`src/rtl/fwd_scoreboard.sv`:
```
// Operand-forwarding scoreboard: tracks in-flight register writers past ID,
// selects forward sources for each ID operand and raises a stall on unready loads.
module fwd_scoreboard #(
    parameter int DEPTH      = 3,
    parameter int NSRC       = 2,
    parameter int DATAW      = 32,
    parameter int REGW       = 5,
    parameter int LOAD_READY = 1
) (
    input  logic                    CLK,
    input  logic                    RST,
    input  logic                    advance,
    input  logic                    issue_valid,
    input  logic                    issue_wen,
    input  logic                    issue_load,
    input  logic [REGW-1:0]         issue_dest,
    input  logic [NSRC-1:0]         src_valid,
    input  logic [NSRC*REGW-1:0]    src_reg,
    input  logic [DEPTH-1:0]        kill,
    input  logic                    kill_issue,
    input  logic [DEPTH*DATAW-1:0]  stage_data,
    output logic                    stall_req,
    output logic [NSRC*4-1:0]       fwd_sel,
    output logic [NSRC*DATAW-1:0]   fwd_data,
    output logic [15:0]             stall_count
);

    logic [DEPTH-1:0] ent_valid;
    logic [DEPTH-1:0] ent_load;
    logic [DEPTH-1:0] ent_ready;
    logic [REGW-1:0]  ent_dest [DEPTH];

    logic [NSRC-1:0]  src_stall;
    logic [REGW-1:0]  m_src;
    logic             m_hit;
    logic             m_rdy;
    logic [3:0]       m_sel;
    logic [DATAW-1:0] m_data;
    logic             new_valid;

    always_comb begin
        ent_ready = '0;
        for (int i = 0; i < DEPTH; i++) begin
            ent_ready[i] = ent_valid[i] & (~ent_load[i] | (i >= LOAD_READY));
        end
    end

    // Scan oldest to youngest so the lowest-index match is the one that sticks.
    always_comb begin
        src_stall = '0;
        fwd_sel   = '0;
        fwd_data  = '0;
        m_src     = '0;
        m_hit     = 1'b0;
        m_rdy     = 1'b0;
        m_sel     = '0;
        m_data    = '0;
        for (int s = 0; s < NSRC; s++) begin
            m_src  = src_reg[s*REGW +: REGW];
            m_hit  = 1'b0;
            m_rdy  = 1'b0;
            m_sel  = '0;
            m_data = '0;
            for (int i = DEPTH - 1; i >= 0; i--) begin
                if (ent_valid[i] && (ent_dest[i] == m_src)) begin
                    m_hit  = 1'b1;
                    m_rdy  = ent_ready[i];
                    m_sel  = 4'(i + 1);
                    m_data = stage_data[i*DATAW +: DATAW];
                end
            end
            if (src_valid[s] && (m_src != '0) && m_hit) begin
                if (m_rdy) begin
                    fwd_sel[s*4 +: 4]         = m_sel;
                    fwd_data[s*DATAW +: DATAW] = m_data;
                end else begin
                    src_stall[s] = 1'b1;
                end
            end
        end
    end

    assign stall_req = (|src_stall) & issue_valid & ~kill_issue;
    assign new_valid = issue_valid & issue_wen & (issue_dest != '0) & ~kill_issue & ~stall_req;

    always_ff @(posedge CLK) begin
        if (RST) begin
            ent_valid   <= '0;
            ent_load    <= '0;
            for (int i = 0; i < DEPTH; i++) begin
                ent_dest[i] <= '0;
            end
            stall_count <= '0;
        end else if (advance) begin
            for (int i = DEPTH - 1; i > 0; i--) begin
                ent_valid[i] <= ent_valid[i-1] & ~kill[i-1];
                ent_load[i]  <= ent_load[i-1];
                ent_dest[i]  <= ent_dest[i-1];
            end
            ent_valid[0] <= new_valid;
            ent_load[0]  <= issue_load;
            ent_dest[0]  <= issue_dest;
            if (stall_req && (stall_count != 16'hFFFF)) begin
                stall_count <= stall_count + 16'd1;
            end
        end else begin
            // Frozen pipeline: squashes still land, nothing moves.
            ent_valid <= ent_valid & ~kill;
        end
    end

endmodule

```
`config.mk`:
```
export PLATFORM = sky130hd
export DESIGN_NAME = fwd_scoreboard
export DESIGN_NICKNAME = d
export VERILOG_FILES = /design/src/rtl/fwd_scoreboard.sv
export SDC_FILE = /design/constraint.sdc
export NUM_CORES = 1
export LEC_CHECK = 0
export ABC_AREA = 1
export CAP_MARGIN = 0
export CORE_MARGIN = 5
export CORE_UTILIZATION = 41
export DETAILED_ROUTE_END_ITERATION = 10
export PLACE_DENSITY = 0.83
export SYNTH_ARGS = -nofsm -noshare
export SYNTH_HDL_FRONTEND = slang
export SYNTH_SLANG_ARGS = --single-unit
export TNS_END_PERCENT = 50
```
`constraint.sdc`:
```
create_clock -name CLK -period 2.27 [get_ports CLK]
set_input_delay 0.227 -clock CLK [delete_from_list [all_inputs] [get_ports CLK]]
set_output_delay 0.227 -clock CLK [all_outputs]
set_load 0.03 [all_outputs]
```
## Word level (Yosys, flattened, before mapping)

Memories as Yosys holds them, arrays and structs flattened.
Cells that the tools add are included.

- Equality and inequality tests: 7
- Add/subtract/negate cells: 1
- Mux-type cells: 45
- Reductions and logical operators: 16
- Bitwise operators: 19

Operators with widths:

| operator | count |
|---|---|
| 2-to-1 mux 32 bit | 10 |
| 2-to-1 mux 4 bit | 8 |
| equality test 5 bit | 6 |
| 2-to-1 mux 1 bit | 21 |
| adder 16 x 1 -> 16 bit (second input constant) | 1 |
| inequality test 16 bit (second input constant) | 1 |
| 2-to-1 mux 5 bit | 3 |
| nonzero test 5 bit | 3 |
| logical AND 1 bit | 11 |
| AND 1 bit | 9 |
| NOT 1 bit | 5 |
| 2-to-1 mux 2 bit | 2 |
| AND 3 bit | 1 |
| 2-to-1 mux 3 bit | 1 |
| NOT 3 bit | 1 |
| OR 1 bit | 3 |
| AND reduction 2 bit | 1 |
| OR reduction 2 bit | 1 |

- Register bits after elaboration: 20
- Output and inout bits: 89
- Word-level logic and storage cells: 92
- Memories kept: 1
- Input bits: 123
- Bits in writable memories: 15

Memories:

| memory | depth | bits a word | read ports | clocked after memory_dff | write ports | RTL line | RTL |
|---|---|---|---|---|---|---|---|
| ent_dest | 3 | 5 | 3 | 0 | 3 | 31 | `logic [REGW-1:0] ent_dest [DEPTH];` |

## Longest topological paths before layout

An unclocked memory read counts as a cell.

- Depth in word-level cells: 14
- Depth in mapped cells: 13
- Gate-level depth less buffers: 13

## Worst setup path before layout

No wires, ideal clock.

- Kind: register -> output
- Start point: memory ent_dest[1][3] (netlist: ent_dest[0][8])
- End point: output fwd_sel[4]
- Stages on the path, launching flop included: 9
- Data arrival time: 1.853 ns
- Data required time: 2.043 ns
- Path buffers: 1
- Slack: 0.190 ns
- Path through: edfxtp_1 -> inv_1 -> nand2_1 -> nand2_1 -> nor2_4 -> nand3_4 -> nand4_1 -> clkbuf_1 -> a211oi_1

RTL lines:

| element | RTL line | RTL |
|---|---|---|
| from (decl) | 31 |  |
| to (decl) | 23 | `output logic [NSRC*4-1:0] fwd_sel,` |

==> metrics <==
sequential power share=0.409; cts bufs inserted=5; commonest non-fill, non-tap cells in the layout=128 x sky130_fd_sc_hd__clkdlybuf4s50_1, 107 x sky130_fd_sc_hd__nand2_1, 83 x sky130_fd_sc_hd__inv_1; Die Outline Area=~12000 um^2; commonest non-fill, non-tap cell in the layout=sky130_fd_sc_hd__clkdlybuf4s50_1; setup-violating endpoint count in the final report=67; Setup WS pre-CTS=-0.185 ns; post-cts hold buffer count=0; violations in the final reports=negative setup slack; CP arrival=between 2 and 2.5 ns; number of sinks handled by clock tree synthesis=35; Yosys cell types=38; depth of the most critical reg-to-reg path=14; total congestion overflow=0; result of the run=finished, violations left; worst-skew pair later-pin latency=approximately 0.29 ns; startpoint of the worst-slack reg-to-reg timing path=ent_dest[0][1]; I/O Buffers=roughly 210; depth of the CTS H-tree=2; via count=a little under 6000; share of synthesized cell area in and, or, nand and nor gates=0.318; drt first pass iters=6; start point of the worst min-delay path=ent_load[0]; finished layout cell area=around 7200 um^2; Power per Cell Area=between 200 and 250 nW/um^2; worst hold path stage count=2; antenna cells=0; Seq cells post-synth=35; Ports=between 200 and 250; Leak=around 3 nW; post-detailed-placement half-perimeter wirelength=about 12 mm; dominant synthesized flop cell=sky130_fd_sc_hd__dfxtp_1; detailed-route wire length=between 15 and 20 mm; post-synthesis instance total=~700; dominant combinational cell family by area after synthesis=simple AND/OR/NAND/NOR gates; maximum fanout along the worst path=5; number of global-route vias before repair=approximately 5000; Final Slew Violations=0; sw frac=0.265; tightest hold margin=0.504 ns; wire length of the first global-routing pass=between 20 and 30 mm; compound-gate portion of the synthesized area=0.299; worst min-delay path class=register to register; fill cell total of the finished layout=approximately 740; post-synthesis instance area=between 3000 and 4000 um^2; post-route setup slack=-0.276 ns; ratio of cells with drive above 1 in the final layout=0.279; highest achievable clock rate=~0.4 GHz; min Tclk post-route=2.55 ns; power dissipated by switching net loads=452 uW; width of the chip=between 100 and 150 um; clock transition at the register clock pins on the worst setup and hold paths after CTS=around 0.070 ns; number of antenna violations at the first check in global routing=0; Clk pwr share=0.319; Logic pwr share=0.272; P&R area growth vs syn=82.3%; Clock Skew=between 0.009 and 0.01 ns; internal power of the cells=~1.3 mW; post-route DRC violation count=0; kind of critical path=register to output port; number of buffers between clock root and the deepest sink=2; setup repair after global routing missed its margin=true; share of synthesized registers carrying an async set or reset=0; maximum number of pins on one net before global-route repair=34; global-route total usage across every layer=0.265; Worst setup EP type=output port; Tot Pwr=1.70 mW; number of violations reported at the end of detailed-routing iteration 0=585; post-detailed-placement cell area=a little over 6000 um^2; number of nets in the layout=1062; CTS tree=done; Yosys warning count=0; share of the clock period used by the worst path after layout=1.12; initial cell density of the core=0.414; portion of the post-synthesis area used by sequential elements=0.214; final routed wire length divided by cell count=~18 um; Routability Congestion=1.03; core outline area=between 9000 and 10000 um^2; vertical die dimension=approximately 110 um; xor-xnor portion of the synthesized cell area=0; Adder-Cell Fraction of Synth Area=0.00315; worst vdd rail ir drop=roughly 420 uV; number of nets with antenna violations after detailed routing=0; mux contribution to synthesized area=0; number of synthesized flops with an enable pin=15; number of vias per cell=approximately 5.5; kind of start point of the critical path=register; number of core rows=36; launching instance or port of the critical path=ent_dest[0][9]; max-capacitance violation count=0; required time of the critical path=2.04 ns; Final Hold Violating Endpoints=0; root buf cell=sky130_fd_sc_hd__clkbuf_8; Avg Synthesized Cell Area=about 5.7 um^2
logic make-up (layout without fill, tap and decap cells):
group	Yosys count	after routing
simple gates	290	290
fa+ha+maj	1	1
other cells	1	4
flops	35	35
compound gates	223	223
buf+inv	149	386
state kept, by name (all words and copies together), names as in the netlist:
register,flops
stall_count,16
ent_dest,15
ent_valid,3
ent_load,1
stage by stage:
| stage | utilization | TNS, ns | std cells |
|---|---|---|---|
| 6_report | 0.754 | -8.06 | 1072 |
| 5_1_grt | 0.754 | -16.26 | 1072 |
| 4_1_cts | 0.704 | -4.96 | 1059 |
| 3_5_place_dp | 0.645 | -8.22 | 1034 |
| 3_3_place_gp | 0.645 | -7.19 | 1034 |
| 2_1_floorplan | - | 0 | 702 |
final cells by class:
cell class | count | area [um^2] | share of cell area
Clock buffer | 5 | 68.8 | 0.00951
Clock inverter | 3 | 38.8 | 0.00536
Inverter | 107 | 414 | 0.0572
Multi-Input combinational cell | 518 | 2820 | 0.389
Sequential cell | 35 | 851 | 0.118
Tap cell | 133 | 166 | 0.0230
Timing Repair Buffer | 271 | 2880 | 0.398
worst max-delay path: stages, from the launching register on:
cell and delay [ns]:
sky130_fd_sc_hd__edfxtp_1 0.45, sky130_fd_sc_hd__inv_2 0.11, sky130_fd_sc_hd__nand2_1 0.05, sky130_fd_sc_hd__nand2_1 0.10, sky130_fd_sc_hd__nor2_4 0.06, sky130_fd_sc_hd__nand3_4 0.10, sky130_fd_sc_hd__nand4_1 0.13, sky130_fd_sc_hd__buf_4 0.20
sky130_fd_sc_hd__buf_2 0.18, sky130_fd_sc_hd__o21ai_0 0.24, sky130_fd_sc_hd__o21ai_1 0.13, sky130_fd_sc_hd__nor2_1 0.12, sky130_fd_sc_hd__buf_4 0.17
routing by layer:
metal	global-route usage	share of wire	routed length [um]	vias to the layer above
met5	0	0	0	-
met4	0.133	0.064	1220	0
met3	0.0394	0.10	1970	119
met2	0.444	0.47	8930	397
met1	0.332	0.36	6820	2598
li1	-	-	-	2759
repair_timing:
item	CTS	global route
endpoints found under the setup margin	65	82
resized for setup	106	133
pin swaps	14	17
cloned	7	7
setup buffers	10	6
synth_stat cells, types with 4 or more instances:
| master | instances | area share |
|---|---|---|
| sky130_fd_sc_hd__a21oi_1 | 65 | 0.082 |
| sky130_fd_sc_hd__o21ai_1 | 7 | 0.0088 |
| sky130_fd_sc_hd__nand3_2 | 6 | 0.015 |
| sky130_fd_sc_hd__nor2_1 | 119 | 0.11 |
| sky130_fd_sc_hd__nor2_2 | 17 | 0.027 |
| sky130_fd_sc_hd__o21bai_1 | 5 | 0.0095 |
| sky130_fd_sc_hd__buf_6 | 9 | 0.026 |
| sky130_fd_sc_hd__o21ai_0 | 131 | 0.17 |
| sky130_fd_sc_hd__nand3_1 | 9 | 0.011 |
| sky130_fd_sc_hd__buf_2 | 8 | 0.010 |
| sky130_fd_sc_hd__inv_1 | 90 | 0.085 |
| sky130_fd_sc_hd__dfxtp_1 | 20 | 0.10 |
| sky130_fd_sc_hd__edfxtp_1 | 15 | 0.11 |
| sky130_fd_sc_hd__nand4_1 | 15 | 0.024 |
| sky130_fd_sc_hd__nand2_1 | 112 | 0.11 |
| sky130_fd_sc_hd__inv_2 | 16 | 0.015 |
| sky130_fd_sc_hd__clkbuf_1 | 21 | 0.020 |
| sky130_fd_sc_hd__buf_4 | 4 | 0.0076 |
worst paths after layout:
check / endpoint / slack (ns)
worst min-delay path: ent_load[0] / 0.50
worst max register to register: stall_count[10] / 0.18
worst max-delay path: fwd_data[38] / -0.28
worst min register to register: ent_load[0] / 0.50
power by group through the flow:
stage / registers [mW] / logic (mW) / clock network [mW]
after CTS: 0.695 / 0.432 / 0.559
after floorplan: 0.703 / 0.147 / 0
after global routing: 0.699 / 0.499 / 0.580
final: 0.698 / 0.464 / 0.543
after global placement: 0.710 / 0.416 / 0
after detailed placement: 0.711 / 0.421 / 0
Note: power is estimated with default switching activity, not from simulation.
